===== src/rtl/rr_onehot_scheduler16_pkg.sv =====
`default_nettype none
// ============================================================================
//  Module      : rr_onehot_scheduler16_pkg
//  Description : Shared constants, types and helper functions for the
//                16-way round-robin one-hot scheduler.
//  Revision    : 1.0 - initial release
// ============================================================================
package rr_onehot_scheduler16_pkg;

  localparam int NUM_REQ = 16;
  localparam int IDX_W   = 4;

  // Scheduler state encodings (1-bit state register)
  localparam logic [0:0] ST_IDLE = 1'b0;
  localparam logic [0:0] ST_BUSY = 1'b1;

  typedef logic [NUM_REQ-1:0] req_vec_t;
  typedef logic [IDX_W-1:0]   idx_t;

  // Rotate a request vector right by 'sh' so that bit 'sh' lands in bit 0.
  function automatic req_vec_t rotate_right(input req_vec_t v, input idx_t sh);
    logic [2*NUM_REQ-1:0] dbl;
    dbl = {v, v} >> sh;
    return dbl[NUM_REQ-1:0];
  endfunction

  // Index of the lowest set bit; 0 when no bit is set (caller qualifies with |v).
  function automatic idx_t lowest_set(input req_vec_t v);
    idx_t idx;
    idx = '0;
    for (int i = NUM_REQ - 1; i >= 0; i--) begin
      if (v[i]) idx = IDX_W'(i);
    end
    return idx;
  endfunction

endpackage : rr_onehot_scheduler16_pkg
`default_nettype wire


===== src/rtl/rr_onehot_scheduler16_dec.sv =====
`default_nettype none
// ============================================================================
//  Module      : onehot_dec4
//  Description : Combinational 4-bit index to 16-bit one-hot decoder.
//  Revision    : 1.0 - initial release
// ============================================================================
module onehot_dec4
  import rr_onehot_scheduler16_pkg::*;
(
  input  logic [IDX_W-1:0]   idx,
  output logic [NUM_REQ-1:0] onehot
);

  // One comparator per output bit; exactly one bit is high for any index.
  for (genvar i = 0; i < NUM_REQ; i++) begin : g_bit
    assign onehot[i] = (idx == IDX_W'(i));
  end

endmodule : onehot_dec4
`default_nettype wire


===== src/rtl/rr_onehot_scheduler16.sv =====
`default_nettype none
// ============================================================================
//  Module      : rr_onehot_scheduler16
//  Description : Round-robin scheduler sharing one 16-way one-hot selected
//                resource among 16 requesters. Holds each grant until the
//                owner releases it (done / request drop) or the hold timer
//                expires, then advances priority past the last owner.
//  Revision    : 1.0 - initial release
// ============================================================================
module rr_onehot_scheduler16
  import rr_onehot_scheduler16_pkg::*;
#(
  parameter int MAX_HOLD = 255,  // 0 disables the forced release
  parameter int CNT_W    = 8     // must satisfy 2**CNT_W > MAX_HOLD
)
(
  input  logic               clk,
  input  logic               rst,
  input  logic               en,
  input  logic [NUM_REQ-1:0] req,
  input  logic [NUM_REQ-1:0] done,
  output logic [NUM_REQ-1:0] grant,
  output logic [IDX_W-1:0]   grant_idx,
  output logic               grant_valid,
  output logic               timeout
);

  // Hold-counter value on the last cycle the owner may keep the grant.
  localparam logic [CNT_W-1:0] C_HOLD_LAST = CNT_W'((MAX_HOLD > 0) ? (MAX_HOLD - 1) : 0);

  logic [0:0]         r_state;
  logic [IDX_W-1:0]   r_ptr;
  logic [CNT_W-1:0]   r_hold_cnt;

  logic [NUM_REQ-1:0] w_rot;
  logic [IDX_W-1:0]   w_offset;
  logic [IDX_W-1:0]   w_winner;
  logic               w_any_req;
  logic               w_done_hit;
  logic               w_req_hit;
  logic               w_force;
  logic               w_release;
  logic [NUM_REQ-1:0] w_dec;

  // Round-robin pick: rotate so ptr sits at bit 0, take the lowest set bit,
  // then undo the rotation (4-bit add wraps 15 -> 0 naturally).
  always_comb begin
    w_rot     = rotate_right(req, r_ptr);
    w_offset  = lowest_set(w_rot);
    w_winner  = w_offset + r_ptr;
    w_any_req = |req;
  end

  // Only the current owner's done/req bits matter while a grant is held.
  assign w_done_hit = done[grant_idx];
  assign w_req_hit  = req[grant_idx];

  if (MAX_HOLD != 0) begin : g_timeout
    assign w_force = (r_state == ST_BUSY) && (r_hold_cnt == C_HOLD_LAST);
  end else begin : g_no_timeout
    assign w_force = 1'b0;
  end

  assign w_release = w_done_hit || !w_req_hit || w_force;

  // Arbitration / hold state machine; grant_idx keeps the last owner after release.
  always_ff @(posedge clk or posedge rst) begin
    if (rst) begin
      r_state     <= ST_IDLE;
      r_ptr       <= '0;
      r_hold_cnt  <= '0;
      grant_idx   <= '0;
      grant_valid <= 1'b0;
      timeout     <= 1'b0;
    end else begin
      timeout <= 1'b0;
      case (r_state)
        ST_IDLE: begin
          grant_valid <= 1'b0;
          if (en && w_any_req) begin
            grant_idx   <= w_winner;
            grant_valid <= 1'b1;
            r_hold_cnt  <= '0;
            r_state     <= ST_BUSY;
          end
        end
        ST_BUSY: begin
          if (r_hold_cnt != '1) begin
            r_hold_cnt <= r_hold_cnt + 1'b1;
          end
          if (w_release) begin
            grant_valid <= 1'b0;
            r_ptr       <= grant_idx + 1'b1;
            r_state     <= ST_IDLE;
            // A simultaneous done makes this an ordinary release.
            timeout     <= w_force && !w_done_hit;
          end
        end
        default: begin
          r_state <= ST_IDLE;
        end
      endcase
    end
  end

  onehot_dec4 u_dec (
    .idx    (grant_idx),
    .onehot (w_dec)
  );

  // Gating with grant_valid makes the grant drop as soon as reset asserts.
  assign grant = w_dec & {NUM_REQ{grant_valid}};

endmodule : rr_onehot_scheduler16
`default_nettype wire


===== config.mk =====
export PLATFORM = sky130hd
export DESIGN_NAME = rr_onehot_scheduler16
export DESIGN_NICKNAME = d
export VERILOG_FILES = /design/src/rtl/rr_onehot_scheduler16_pkg.sv /design/src/rtl/rr_onehot_scheduler16_dec.sv /design/src/rtl/rr_onehot_scheduler16.sv
export SDC_FILE = /design/constraint.sdc
export NUM_CORES = 1
export LEC_CHECK = 0
export ABC_AREA = 1
export BUFFER_PORTS_ARGS = -buffer_cell sky130_fd_sc_hd__buf_4
export CAP_MARGIN = 20
export CORE_MARGIN = 2
export CORE_UTILIZATION = 60
export DETAILED_ROUTE_END_ITERATION = 8
export PLACE_DENSITY = 0.88
export SETUP_SLACK_MARGIN = 0.1
export SLEW_MARGIN = 20
export SYNTH_ARGS = -nofsm -noshare
export SYNTH_HDL_FRONTEND = slang
export SYNTH_SLANG_ARGS = --single-unit

===== constraint.sdc =====
create_clock -name clk -period 4.2 [get_ports clk]
set_input_delay 0.63 -clock clk [delete_from_list [all_inputs] [get_ports clk]]
set_output_delay 0.63 -clock clk [all_outputs]
set_load 0.05 [all_outputs]

==> results by group <==
CTS
  – Clock tree buffer depth: 2
  – Hold buffer count at CTS: 0
  – TritonCTS Buffers: 3
  – Post-CTS setup buffers: 0
  – CTS tree: yes
  – CTS Sinks: 19
  – H-tree levels: 1
  – Worst skew pair latency: 0.25 ns
  – Clock Tree Root: clkbuf_8
  – Reg clk slew, reported paths: 0.08 ns
  – Post-cts resize count: 0

Setup path
  – Critical path launch point type: flop
  – Crit Path Max Fanout: 19
  – Worst Path Required: 4.33 ns
  – Crit path max-delay cell type: dfrtp_1
  – Crit path arrival time: 3.46 ns
  – RR Startpoint: r_ptr[0]$_DFFE_PP0P_
  – Worst reg2reg setup slack: 0.87 ns
  – Critical Path Sink Type: flop
  – Crit path buf inv count: 3
  – RR Endpoint: grant_idx[3]$_DFFE_PP0P_
  – R2R depth: 21
  – Largest delay share family, worst path: simple AND/OR/NAND/NOR gates
  – Setup Crit Path Kind: reg2reg
  – Crit-path cells: inv_8 > nand2_1 > nand3_1 > nand3_1 > nand2_1 > inv_2 > nand2_1 > o21ai_2 > nand2_1 > a31oi_1 > nor2_1 > nor2_1 > o21ai_1 > nand2_1 > inv_1 > ha_1 > nand3_1 > nand2_1 > xor2_1 > xnor2_1 > o21ai_1
  – Dominant cell type by count on the critical path: nand2_1
  – Max incr delay on CP: 0.78 ns

Global routing
  – Vias in the first global route: 2733
  – Grt peak-use layer: met2
  – Initial antenna violation count: 0
  – Global-route met1 utilization: 39.0%
  – Global Route met3 Usage: 6.17%
  – Met2 Usage GRT: 55.5%
  – GR Overflow Total: 0
  – Gr usage total: 32.2%
  – First-pass GRT wire length: 11.9 mm
  – Largest net degree at the start of global routing: 23

Synthesis
  – FFs w/ async S/R, synth: 100%
  – Syn Inst Count: 411
  – Synth cell count leaders: 95 x nand2_1, 58 x nand3_1, 55 x nor2_1
  – Post-synth top flop: dfrtp_1
  – Post-synthesis average cell area: 6.16 um^2
  – Post-Syn Area: 2530 um^2
  – Post-synthesis net count: 456
  – Most frequent cell after synthesis: nand2_1
  – Post-synth EDFFs: 0
  – Largest cells by area after synthesis: dfrtp_1 19%, nand2_1 14%, nand3_1 11%, nor2_1 8.1%, o21ai_0 5.9%
  – Leading area contributor after synthesis: dfrtp_1
  – Synth Warn #: 0
  – Sequential share of the synthesized area: 18.8%
  – Yosys top cell area share: 18.8%
  – Synthesized flop and latch total: 19
  – Cell variety after synth: 36

Floorplanning
  – Chip width: 69.0 um
  – Core area: 4030 um^2
  – Die Height: 69.0 um
  – Cell Rows: 23
  – Die area: 4760 um^2
  – Initial Util: 62.9%
  – # IOs: 57

Detailed routing
  – Vias/cell: 5.74
  – DRT iter0 DRCs: 257
  – Drc violations: 0
  – Vias: 2892
  – Post-DRT Antenna Nets: 0
  – Post-Route WL: 6.90 mm
  – First-pass DRT Iterations: 5
  – Wire per inst: 13.7 um

Timing
  – Worst Tran Pin Value: 0.740 ns
  – Slew headroom: 50.6%
  – Final worst-path cycle share: 79.3%
  – RSZ-0062 raised after global routing: false
  – Final Hold Fails: 0
  – Min Tclk post-route: 3.33 ns
  – Final setup viols: 0
  – Count of final max-slew check failures: 0
  – Skew final: 0.00653 ns
  – Min Hold Slack: 0.501 ns
  – Setup TNS: 0 ns
  – FMAX: 300 MHz

Power and ir drop
  – Total power density per cell area: 775 nW/um^2
  – Leakage: 1.47 nW
  – Peak supply drop: 0.000467 V

Flow run
  – Max_cap viols: 0

Min path
  – Worst hold path type: in2async

Finish
  – Antenna cells: 0
  – Fin nets: 500
  – # fillers: 345
  – Area growth syn-to-layout: 16.2%
  – Layout cells sized above 1: 21.4%

Placed design
  – DP HPWL: 5.38 mm
  – Port Buf Inserts: 56
  – GP Congestion: 0.908

Outcome
  – Status: finished, final reports clean
==> logic make-up (layout without fill, tap and decap cells) <==
group / count (synthesis) / after routing / synth area share (%)
AND/OR/NAND/NOR: 247 / 247 / 46.6
AO/OA/AOI/OAI: 69 / 69 / 15.3
buffers and inverters: 58 / 101 / 11.4
flip-flops: 19 / 19 / 18.8
adder cells (fa/ha/maj): 10 / 10 / 5.23
XOR/XNOR: 8 / 8 / 2.77
==> metal layers <==
layer | part of all wire (%) | vias to the layer above
met3 | 5.1 | 10
met2 | 50 | 97
li1 | - | 1451
met4 | 1.5 | 0
met5 | 0 | -
met1 | 43 | 1334
==> flip-flops by register name, indices dropped and copies added, names as in the netlist <==
signal       flops
r_hold_cnt       8
grant_idx        4
r_ptr            4
grant_valid      1
r_state          1
timeout          1
==> report_power, final <==
group | switching [mW] | leakage [nW] | internal (mW)
Clock | 0.0603 | 0.0255 | 0.0658
Combinational | 1.15 | 1.20 | 0.601
Sequential | 0.163 | 0.247 | 0.240
Total | 1.37 | 1.47 | 0.907
==> layout make-up <==
type	instances	area (um^2)	share of cell area [%]
Timing Repair Buffer	57	428	14.5
Multi-Input combinational cell	334	1770	60.1
Clock inverter	1	5.00	0.170
Inverter	40	163	5.52
Sequential cell	19	475	16.1
Tap cell	50	62.6	2.12
Clock buffer	3	41.3	1.40
==> per-stage QoR <==
stage               setup slack [ns]  instance area (um^2)  util [%]  std cells  power [mW]
floorplan                       1.46                  2530         -        411        1.81
global placement                1.02                  2900      71.9        500        2.08
finish                         0.869                  2940      73.1        504        2.28
CTS                            0.894                  2940      73.1        504        2.26
detailed placement             0.934                  2900      71.9        500        2.12
global route                   0.438                  2940      73.1        504        2.58
==> worst max-delay path by stage <==
stage | cells past startpoint | from | endpoint
final | 21 | r_ptr[0]$_DFFE_PP0P_ | grant_idx[3]$_DFFE_PP0P_
after global routing | 20 | r_ptr[0]$_DFFE_PP0P_ | grant_idx[3]$_DFFE_PP0P_
after CTS | 27 | r_ptr[0]$_DFFE_PP0P_ | grant_idx[2]$_DFFE_PP0P_
after detailed placement | 27 | r_ptr[0]$_DFFE_PP0P_ | grant_idx[2]$_DFFE_PP0P_
after global placement | 20 | r_ptr[0]$_DFFE_PP0P_ | grant_idx[3]$_DFFE_PP0P_
after floorplan | 6 | grant_idx[0]$_DFFE_PP0P_ | grant[10]
==> cells in the final DEF, fill, tap and decap left out <==
cell type / count
inv_8: 1
nand2_4: 7
nand2_1: 95
nand3_1: 58
inv_6: 1
a21oi_1: 10
and3_1: 1
and2_1: 1
fa_1: 1
nor2_2: 1
nor4_1: 4
inv_2: 2
o22ai_1: 9
o21a_1: 1
buf_4: 57
a21oi_2: 2
o21ai_0: 30
a31oi_1: 2
xor2_1: 5
clkinv_2: 1
o31ai_1: 1
nor2_1: 55
nand3_2: 14
clkbuf_8: 3
ha_1: 9
inv_1: 35
nand2_2: 4
clkinv_1: 1
nor3_1: 4
o21ai_2: 4
o21ai_1: 10
xnor2_1: 3
dfrtp_1: 19
nand4_1: 3
Note: power is estimated with default switching activity, not from simulation.
